--- src/rtl/dmem_bus_arbiter_if.sv ---
// Data-memory bus bundle: CPU port, DMA port and the shared memory port.
// With ARB_STATS_EN defined, the bundle also carries the grant/conflict counters.
interface dmem_bus_arbiter_if #(
    parameter int DBITS        = 32,
    parameter int DMEMADDRBITS = 16,
    parameter int DMEMWORDBITS = 2
);
    localparam int AW = DMEMADDRBITS - DMEMWORDBITS;

    logic             cpu_req;
    logic             cpu_we;
    logic [DBITS-1:0] cpu_addr;
    logic [DBITS-1:0] cpu_wdata;
    logic             cpu_gnt;
    logic             cpu_rvalid;
    logic [DBITS-1:0] cpu_rdata;

    logic             dma_req;
    logic             dma_we;
    logic [DBITS-1:0] dma_addr;
    logic [DBITS-1:0] dma_wdata;
    logic             dma_lock;
    logic             dma_gnt;
    logic             dma_rvalid;
    logic [DBITS-1:0] dma_rdata;

    logic             mem_en;
    logic             mem_we;
    logic [AW-1:0]    mem_addr;
    logic [DBITS-1:0] mem_wdata;
    logic [DBITS-1:0] mem_rdata;

    logic             stall_cpu;

`ifdef ARB_STATS_EN
    logic [15:0]      stat_cpu_grants;
    logic [15:0]      stat_dma_grants;
    logic [15:0]      stat_conflicts;
`endif

    modport slave (
        input  cpu_req, cpu_we, cpu_addr, cpu_wdata,
        output cpu_gnt, cpu_rvalid, cpu_rdata,
        input  dma_req, dma_we, dma_addr, dma_wdata, dma_lock,
        output dma_gnt, dma_rvalid, dma_rdata,
        output mem_en, mem_we, mem_addr, mem_wdata,
        input  mem_rdata,
`ifdef ARB_STATS_EN
        output stat_cpu_grants, stat_dma_grants, stat_conflicts,
`endif
        output stall_cpu
    );

    modport master (
        output cpu_req, cpu_we, cpu_addr, cpu_wdata,
        input  cpu_gnt, cpu_rvalid, cpu_rdata,
        output dma_req, dma_we, dma_addr, dma_wdata, dma_lock,
        input  dma_gnt, dma_rvalid, dma_rdata,
        input  mem_en, mem_we, mem_addr, mem_wdata,
        output mem_rdata,
`ifdef ARB_STATS_EN
        input  stat_cpu_grants, stat_dma_grants, stat_conflicts,
`endif
        input  stall_cpu
    );

endinterface

--- src/rtl/dmem_bus_arbiter.sv ---
// CPU/DMA arbiter for the single-port data memory, with starvation guard and DMA lock.
// Optional grant/conflict counters are enabled by defining ARB_STATS_EN.
module dmem_bus_arbiter #(
    parameter int DBITS        = 32,
    parameter int DMEMADDRBITS = 16,
    parameter int DMEMWORDBITS = 2,
    parameter int MAXWAIT      = 4
) (
    input logic              clk,
    input logic              reset,
    dmem_bus_arbiter_if.slave bus
);
    localparam int AW = DMEMADDRBITS - DMEMWORDBITS;
    localparam logic [3:0] MAXWAIT_C = 4'(MAXWAIT);

    typedef enum logic {
        ST_NORMAL,
        ST_LOCKED
    } state_e;

    state_e state_q, state_d;
    logic [3:0] starve_cnt_q, starve_cnt_d;
    logic cpu_rvalid_q, cpu_rvalid_d;
    logic dma_rvalid_q, dma_rvalid_d;
    logic [DBITS-1:0] cpu_rdata_q, cpu_rdata_d;
    logic [DBITS-1:0] dma_rdata_q, dma_rdata_d;

    logic cpu_gnt;
    logic dma_gnt;
    logic starved;
    logic cpu_rd;
    logic dma_rd;

    logic unused_addr_bits;
    assign unused_addr_bits = ^{bus.cpu_addr[DBITS-1:DMEMADDRBITS],
                                bus.cpu_addr[DMEMWORDBITS-1:0],
                                bus.dma_addr[DBITS-1:DMEMADDRBITS],
                                bus.dma_addr[DMEMWORDBITS-1:0]};

    // Grants are gated by reset so ownership drops the instant reset rises.
    always_comb begin
        cpu_gnt = 1'b0;
        dma_gnt = 1'b0;
        starved = bus.dma_req && (starve_cnt_q >= MAXWAIT_C);
        if (!reset) begin
            unique case (state_q)
                ST_NORMAL: begin
                    cpu_gnt = bus.cpu_req && !starved;
                    dma_gnt = bus.dma_req && !cpu_gnt;
                end
                ST_LOCKED: begin
                    dma_gnt = bus.dma_req;
                end
                default: ;
            endcase
        end
    end

    always_comb begin
        state_d = state_q;
        unique case (state_q)
            ST_NORMAL: begin
                if (dma_gnt && bus.dma_lock) state_d = ST_LOCKED;
            end
            ST_LOCKED: begin
                if (!bus.dma_lock || !bus.dma_req) state_d = ST_NORMAL;
            end
            default: state_d = ST_NORMAL;
        endcase
    end

    always_comb begin
        starve_cnt_d = 4'd0;
        if (bus.dma_req && !dma_gnt) begin
            starve_cnt_d = (starve_cnt_q == 4'hF) ? 4'hF : starve_cnt_q + 4'd1;
        end
    end

    always_comb begin
        bus.mem_we    = 1'b0;
        bus.mem_addr  = '0;
        bus.mem_wdata = '0;
        unique case (1'b1)
            cpu_gnt: begin
                bus.mem_we    = bus.cpu_we;
                bus.mem_addr  = bus.cpu_addr[DMEMADDRBITS-1:DMEMWORDBITS];
                bus.mem_wdata = bus.cpu_wdata;
            end
            dma_gnt: begin
                bus.mem_we    = bus.dma_we;
                bus.mem_addr  = bus.dma_addr[DMEMADDRBITS-1:DMEMWORDBITS];
                bus.mem_wdata = bus.dma_wdata;
            end
            default: ;
        endcase
    end

    assign cpu_rd = cpu_gnt && !bus.cpu_we;
    assign dma_rd = dma_gnt && !bus.dma_we;

    always_comb begin
        cpu_rvalid_d = cpu_rd;
        dma_rvalid_d = dma_rd;
        cpu_rdata_d  = cpu_rd ? bus.mem_rdata : cpu_rdata_q;
        dma_rdata_d  = dma_rd ? bus.mem_rdata : dma_rdata_q;
    end

    always_ff @(posedge clk or posedge reset) begin
        if (reset) begin
            state_q      <= ST_NORMAL;
            starve_cnt_q <= 4'd0;
            cpu_rvalid_q <= 1'b0;
            dma_rvalid_q <= 1'b0;
            cpu_rdata_q  <= '0;
            dma_rdata_q  <= '0;
        end else begin
            state_q      <= state_d;
            starve_cnt_q <= starve_cnt_d;
            cpu_rvalid_q <= cpu_rvalid_d;
            dma_rvalid_q <= dma_rvalid_d;
            cpu_rdata_q  <= cpu_rdata_d;
            dma_rdata_q  <= dma_rdata_d;
        end
    end

    assign bus.cpu_gnt    = cpu_gnt;
    assign bus.dma_gnt    = dma_gnt;
    assign bus.mem_en     = cpu_gnt | dma_gnt;
    assign bus.stall_cpu  = bus.cpu_req && !cpu_gnt;
    assign bus.cpu_rvalid = cpu_rvalid_q;
    assign bus.dma_rvalid = dma_rvalid_q;
    assign bus.cpu_rdata  = cpu_rdata_q;
    assign bus.dma_rdata  = dma_rdata_q;

`ifdef ARB_STATS_EN
    logic [15:0] stat_cpu_q, stat_cpu_d;
    logic [15:0] stat_dma_q, stat_dma_d;
    logic [15:0] stat_conf_q, stat_conf_d;

    // Counters wrap naturally at 16 bits.
    always_comb begin
        stat_cpu_d  = stat_cpu_q + 16'(cpu_gnt);
        stat_dma_d  = stat_dma_q + 16'(dma_gnt);
        stat_conf_d = stat_conf_q + 16'(bus.cpu_req && bus.dma_req);
    end

    always_ff @(posedge clk or posedge reset) begin
        if (reset) begin
            stat_cpu_q  <= 16'd0;
            stat_dma_q  <= 16'd0;
            stat_conf_q <= 16'd0;
        end else begin
            stat_cpu_q  <= stat_cpu_d;
            stat_dma_q  <= stat_dma_d;
            stat_conf_q <= stat_conf_d;
        end
    end

    assign bus.stat_cpu_grants = stat_cpu_q;
    assign bus.stat_dma_grants = stat_dma_q;
    assign bus.stat_conflicts  = stat_conf_q;
`endif

endmodule

--- src/flat_wrapper.sv ---
// flat-port wrapper written by rule: the top's interface ports become plain ports
module dmem_bus_arbiter_flat 
#(
    parameter int DBITS        = 32,
    parameter int DMEMADDRBITS = 16,
    parameter int DMEMWORDBITS = 2,
    parameter int MAXWAIT      = 4
)
  (clk, reset, bus_cpu_req, bus_cpu_we, bus_cpu_addr, bus_cpu_wdata, bus_cpu_gnt, bus_cpu_rvalid, bus_cpu_rdata, bus_dma_req, bus_dma_we, bus_dma_addr, bus_dma_wdata, bus_dma_lock, bus_dma_gnt, bus_dma_rvalid, bus_dma_rdata, bus_mem_en, bus_mem_we, bus_mem_addr, bus_mem_wdata, bus_mem_rdata, bus_stall_cpu);
  dmem_bus_arbiter_if #(.DBITS(DBITS), .DMEMADDRBITS(DMEMADDRBITS), .DMEMWORDBITS(DMEMWORDBITS)) bus_i ();
  input logic clk;
  input logic reset;
  input wire logic [$bits(bus_i.cpu_req)-1:0] bus_cpu_req;
  input wire logic [$bits(bus_i.cpu_we)-1:0] bus_cpu_we;
  input wire logic [$bits(bus_i.cpu_addr)-1:0] bus_cpu_addr;
  input wire logic [$bits(bus_i.cpu_wdata)-1:0] bus_cpu_wdata;
  output wire logic [$bits(bus_i.cpu_gnt)-1:0] bus_cpu_gnt;
  output wire logic [$bits(bus_i.cpu_rvalid)-1:0] bus_cpu_rvalid;
  output wire logic [$bits(bus_i.cpu_rdata)-1:0] bus_cpu_rdata;
  input wire logic [$bits(bus_i.dma_req)-1:0] bus_dma_req;
  input wire logic [$bits(bus_i.dma_we)-1:0] bus_dma_we;
  input wire logic [$bits(bus_i.dma_addr)-1:0] bus_dma_addr;
  input wire logic [$bits(bus_i.dma_wdata)-1:0] bus_dma_wdata;
  input wire logic [$bits(bus_i.dma_lock)-1:0] bus_dma_lock;
  output wire logic [$bits(bus_i.dma_gnt)-1:0] bus_dma_gnt;
  output wire logic [$bits(bus_i.dma_rvalid)-1:0] bus_dma_rvalid;
  output wire logic [$bits(bus_i.dma_rdata)-1:0] bus_dma_rdata;
  output wire logic [$bits(bus_i.mem_en)-1:0] bus_mem_en;
  output wire logic [$bits(bus_i.mem_we)-1:0] bus_mem_we;
  output wire logic [$bits(bus_i.mem_addr)-1:0] bus_mem_addr;
  output wire logic [$bits(bus_i.mem_wdata)-1:0] bus_mem_wdata;
  input wire logic [$bits(bus_i.mem_rdata)-1:0] bus_mem_rdata;
  output wire logic [$bits(bus_i.stall_cpu)-1:0] bus_stall_cpu;
  assign bus_i.cpu_req = bus_cpu_req;
  assign bus_i.cpu_we = bus_cpu_we;
  assign bus_i.cpu_addr = bus_cpu_addr;
  assign bus_i.cpu_wdata = bus_cpu_wdata;
  assign bus_cpu_gnt = bus_i.cpu_gnt;
  assign bus_cpu_rvalid = bus_i.cpu_rvalid;
  assign bus_cpu_rdata = bus_i.cpu_rdata;
  assign bus_i.dma_req = bus_dma_req;
  assign bus_i.dma_we = bus_dma_we;
  assign bus_i.dma_addr = bus_dma_addr;
  assign bus_i.dma_wdata = bus_dma_wdata;
  assign bus_i.dma_lock = bus_dma_lock;
  assign bus_dma_gnt = bus_i.dma_gnt;
  assign bus_dma_rvalid = bus_i.dma_rvalid;
  assign bus_dma_rdata = bus_i.dma_rdata;
  assign bus_mem_en = bus_i.mem_en;
  assign bus_mem_we = bus_i.mem_we;
  assign bus_mem_addr = bus_i.mem_addr;
  assign bus_mem_wdata = bus_i.mem_wdata;
  assign bus_i.mem_rdata = bus_mem_rdata;
  assign bus_stall_cpu = bus_i.stall_cpu;
  dmem_bus_arbiter #(.DBITS(DBITS), .DMEMADDRBITS(DMEMADDRBITS), .DMEMWORDBITS(DMEMWORDBITS), .MAXWAIT(MAXWAIT)) u_core (.clk(clk), .reset(reset), .bus(bus_i));
endmodule
--- config.mk ---
export PLATFORM = sky130hd
export DESIGN_NAME = dmem_bus_arbiter_flat
export DESIGN_NICKNAME = d
export VERILOG_FILES = /design/src/rtl/dmem_bus_arbiter_if.sv /design/src/rtl/dmem_bus_arbiter.sv /design/src/flat_wrapper.sv
export SDC_FILE = /design/constraint.sdc
export NUM_CORES = 1
export LEC_CHECK = 0
export ABC_AREA = 0
export ABC_CLOCK_PERIOD_IN_PS = 5800
export CAP_MARGIN = 20
export CORE_AREA = 5 5 107 109
export CTS_CLUSTER_DIAMETER = 50
export DETAILED_ROUTE_END_ITERATION = 16
export DIE_AREA = 0 0 112 114
export PLACE_DENSITY_LB_ADDON = 0.15
export SETUP_SLACK_MARGIN = 0.5
export SYNTH_ARGS = -nofsm -noshare
export SYNTH_HDL_FRONTEND = slang
export SYNTH_SLANG_ARGS = --single-unit
--- constraint.sdc ---
create_clock -name clk -period 5.8 [get_ports clk]
set_input_delay 1.16 -clock clk [delete_from_list [all_inputs] [get_ports clk]]
set_output_delay 1.16 -clock clk [all_outputs]
set_load 0.005 [all_outputs]
### Word level (Yosys, flattened, before mapping)

Cells that the tools add are included.

* add/subtract/negate cells: 1
* magnitude comparators: 1
* equality and inequality tests: 1
* mux-type cells: 12
* bitwise operators: 2
* reductions and logical operators: 17

Operators by type and width (number)
* 32-bit case mux with 2 select lines: 1
* 14-bit case mux with 2 select lines: 1
* 1-bit logical AND: 8
* 1-bit zero test: 8
* 4-bit two-way mux: 2
* 1-bit case mux with 2 select lines: 3
* 1-bit two-way mux: 5
* 4-bit by 1-bit adder with 4-bit output, second input constant: 1
* 4-bit equality test, second input constant: 1
* 4-bit by 3-bit greater-or-equal comparator with 1-bit output, second input constant: 1
* 1-bit logical OR: 1
* 1-bit inverter: 1
* 1-bit OR: 1

* flip-flop bits (word level): 71
* bits of input ports: 167
* output and inout port bits: 117
* word-level logic and storage cells: 40

### Depth between registers and ports, before layout

* word-level depth: 11
* gate-level depth with buffers: 6
* mapped depth without buffers: 4

### Worst setup path after synthesis

No wires, ideal clock.

* kind: input port to output port
* start: in reset
* end: out bus_mem_addr[10]
* arrival time: 3.538 ns
* data required time: 4.640 ns
* path slack: 1.102 ns
* stages: 5
* path buffers: 2
* cell sequence: inv_1 > and4b_1 > clkbuf_1 > buf_2 > a22o_1

* longest elaborated chain between the ends: 2
* elaborated cells between the ends (all ways): 3
* those cells by class: mux: 3

Ends and longest elaborated chain
* start: declaration: RTL line flat_wrapper.sv:12 `input logic reset;`
* 1-bit two-way mux: RTL line dmem_bus_arbiter.sv:45 `if (!reset) begin`
* net bus_cpu_gnt: RTL line flat_wrapper.sv:17 `output wire logic [$bits(bus_i.cpu_gnt)-1:0] bus_cpu_gnt;`
* 14-bit case mux with 2 select lines: RTL line dmem_bus_arbiter.sv:83 `unique case (1'b1)`
* end: declaration: RTL line flat_wrapper.sv:30 `output wire logic [$bits(bus_i.mem_addr)-1:0] bus_mem_addr;`

The timed path passes the listed nets, and every way through them passes these cells.

### Worst setup path in the final report

* start: in reset
* end: out bus_mem_wdata[5]

* longest elaborated chain between the ends: 2
* elaborated cells between the ends (all ways): 3
* those cells by class: mux: 3

Ends and longest elaborated chain
* 1-bit two-way mux: RTL line dmem_bus_arbiter.sv:45
* 32-bit case mux with 2 select lines *: RTL line dmem_bus_arbiter.sv:83
* end: declaration: RTL line flat_wrapper.sv:31 `output wire logic [$bits(bus_i.mem_wdata)-1:0] bus_mem_wdata;`

Mark *: on every way between the ends. The rest lies on a longest branch, timed or not.

==> impl_metrics.ini <==
[run_status]
status = completed

[clock_network]
cts_buffers = 9
clock_latency_ps = 330
cts.repair.resized = 0
cts-root-buf = clkbuf_8
path_clk_slew_ps = 70
clk_path_buf_depth = 2
cts_sinks = 71
cts_tree = yes
cts-htree-levels = 3
holdBufCountCts = 0
post_cts.repair.setup_buffers = 0

[timing]
drv_slew = 0
fin_tns_setup_ps = 0
max_freq_ghz = 0.215
slew_headroom_pct = 36.6
min_period_over_period_pct = 80.0
rsz0062_at_grt = false
setup_viol = 0
hold_viol_final = 0
min_period_ps = 4640
skew_ps = 10.4
worstMarginPinSlew_ps = 949

[floorplan]
dieArea_um2 = 12800
start_util_pct = 31.6
core-area_um2 = 10500
die_h_um = 114
core.rowCount = 38
die_x_um = 112
pin_count = 284

[yosys]
synth_area_um2 = 3320
synth-seq-cells = 71
synth.top_cell.area_share_pct = 53.5
synthFlopType = dfrtp_1
synth_edf_count = 0
synth_most_common_cell = dfrtp_1
synth_fp_nets = 397
synth_top_area_cell = dfrtp_1
synth_cells = 229
yosysWarnings = 0
synth_common_cells = dfrtp_1 (71), a22o_1 (47), mux2_2 (35)
synthTopCellsByArea = dfrtp_1 (54%), mux2_4 (13%), a22o_1 (12%), mux2_2 (12%), buf_2 (1.5%)
avgSynthCellArea_um2 = 14.5
ys_types = 29
yosysSeqAreaShare_pct = 53.5
async_flop_share_pct = 100

[power]
p_int_mw = 1.20
ir_drop_uv = 147
power_switching_uw = 401
power_mw = 1.60
comb_power_share_pct = 35.9
p_sw_share_pct = 25.1
power.density_nw_per_um2 = 264
power_leakage_nw = 2.53
pwr-share-clk_pct = 22.6
power_frac_seq_pct = 41.5

[critical_path]
critPathMaxStageDelay_ps = 550
crit_chain = clkdlybuf4s50_1 > nand2b_1 > nor2_4 > buf_4 > a22o_1 > clkdlybuf4s50_1
cp.arrival_ps = 3480
startpoint_type = input port
path_delay_family = buffers and inverters
critical_path_buf_inv_count = 3
regToRegStartpoint = u_core.starve_cnt_q[2]
cp_max_fo = 30
critical_path.slowest_cell = nor2_4
cp_common_cell = clkdlybuf4s50_1
cp.required_ps = 4640
critical_path_class = in2out
endpoint_kind = output port
crit_start = reset

[place]
dp_hpwl_mm = 8.95
port_buffers = 247
gp_congestion = 0.808

[global_route]
grt_first_pass_wirelength_mm = 17.4
grt_usage_pct = 17.0
grt_max_degree = 73
grt-ovfl-total = 0
grt_pass1_vias = 3051
antenna_found_initial = 0

[routing]
vias = 2883
via_per_inst = 4.67
dr.pass1.iters = 4
wl_per_cell_um = 18.6
route.detailed.drc = 0
routed_wl_mm = 11.5
antenna_left = 0
drt_iter0_markers = 119

[final_layout]
syn2layout_area_growth_pct = 82.4
fill_cells = 870
drive_above_1_share_pct = 18.0
nets = 640
n_antenna_cell = 0

[min_path]
hold_class = reg2reg
hold_start = u_core.starve_cnt_q[0]

[job]
cap_violations = 0
-- stage by stage --
| stage | setup slack, ps | hold slack, ps | cell area, um^2 | util [%] | cells |
|---|---|---|---|---|---|
| 6_report | 1160 | 503 | 6060 | 57.6 | 617 |
| 5_1_grt | 1030 | 526 | 6060 | 57.6 | 617 |
| 4_1_cts | 1180 | 510 | 6060 | 57.6 | 617 |
| 3_5_place_dp | 1180 | 492 | 5870 | 55.9 | 601 |
| 3_3_place_gp | 1200 | 486 | 5870 | 55.9 | 601 |
| 2_1_floorplan | 1100 | 471 | 3320 | - | 229 |
-- registers in the layout, summed over array words and instances, names as in the netlist --
signal                 cells
u_core.bus.cpu_rvalid      1
u_core.bus.dma_rdata      32
u_core.bus.dma_rvalid      1
u_core.bus.cpu_rdata      32
u_core.state_q             1
u_core.starve_cnt_q        4
-- cells by family (layout without fill, tap and decap cells) --
logic type      after synthesis  count (layout)  share of synthesized area (%)
flops                        71              71                           53.5
mux                          64              64                           25.0
compound gates               54              54                           13.6
buf+inv                      22             270                           4.33
simple gates                 17              17                           3.17
fa+ha+maj                     1               1                          0.377
-- metal layers --
metal  wire, um  global-route usage (%)  share of wire (%)  up-vias
met3        920                    6.05                8.0       12
met2       5710                    29.0                 50      130
li1           -                       -                  -     1340
met1       4710                    20.9                 41     1401
met5          0                       0                  0        -
met4        129                    4.09                1.1        0
-- path summary, 6_finish.rpt --
check / to / slack (ps) / depth (start not counted)
setup / recovery: bus_mem_wdata[5] / 1160 / 6
hold / removal: u_core.starve_cnt_q[0] / 500 / 1
setup reg to reg: u_core.bus.dma_rdata[31] / 3200 / 4
hold reg to reg: u_core.starve_cnt_q[0] / 500 / 1
max in group asynchronous: u_core.bus.dma_rdata[31] / 3680 / 3
min in group asynchronous: u_core.starve_cnt_q[1] / 1530 / 3
-- power groups by stage --
stage                     Clock [mW]  Combinational [mW]  Sequential [mW]
final                          0.362               0.574            0.663
after CTS                      0.379               0.584            0.664
after detailed placement           0               0.582            0.670
after floorplan                    0               0.181            0.673
after global routing           0.402               0.612            0.679
after global placement             0               0.577            0.665
-- worst register-to-register path: cells and delay by family (launching register included) --
| family | cells | cell delay, ps |
|---|---|---|
| AND/OR/NAND/NOR | 2 | 1270 |
| flip-flops | 1 | 460 |
| multiplexers | 1 | 410 |
| buffers and inverters | 1 | 350 |
-- final cells by class --
cell class / instances / area [um^2] / share of cell area [%]
repair buffers: 250 / 2490 / 41.2
flip-flops and latches: 71 / 1780 / 29.3
multi-input cells: 136 / 1410 / 23.2
well taps: 140 / 175 / 2.89
clock buffers: 12 / 155 / 2.56
clock inverters: 4 / 28.8 / 0.475
inverters: 4 / 17.5 / 0.289
-- cell usage in the layout (no fill, tap or decap), drive strengths merged --
master,instances
clkbuf,12
clkinv,1
inv,5
a31oi,1
nand2b,1
a21oi,2
or3,1
and2,1
ha,1
buf,3
o21a,1
a22o,47
dfrtp,71
nor3,2
nor3b,1
a21o,1
nor4b,2
and4b,1
nand3,2
nand2,2
nor2,3
nor2b,1
mux2,64
o21ai,2
clkdlybuf4s50,247
clkinvlp,2
(Power assumes the default switching activity.)
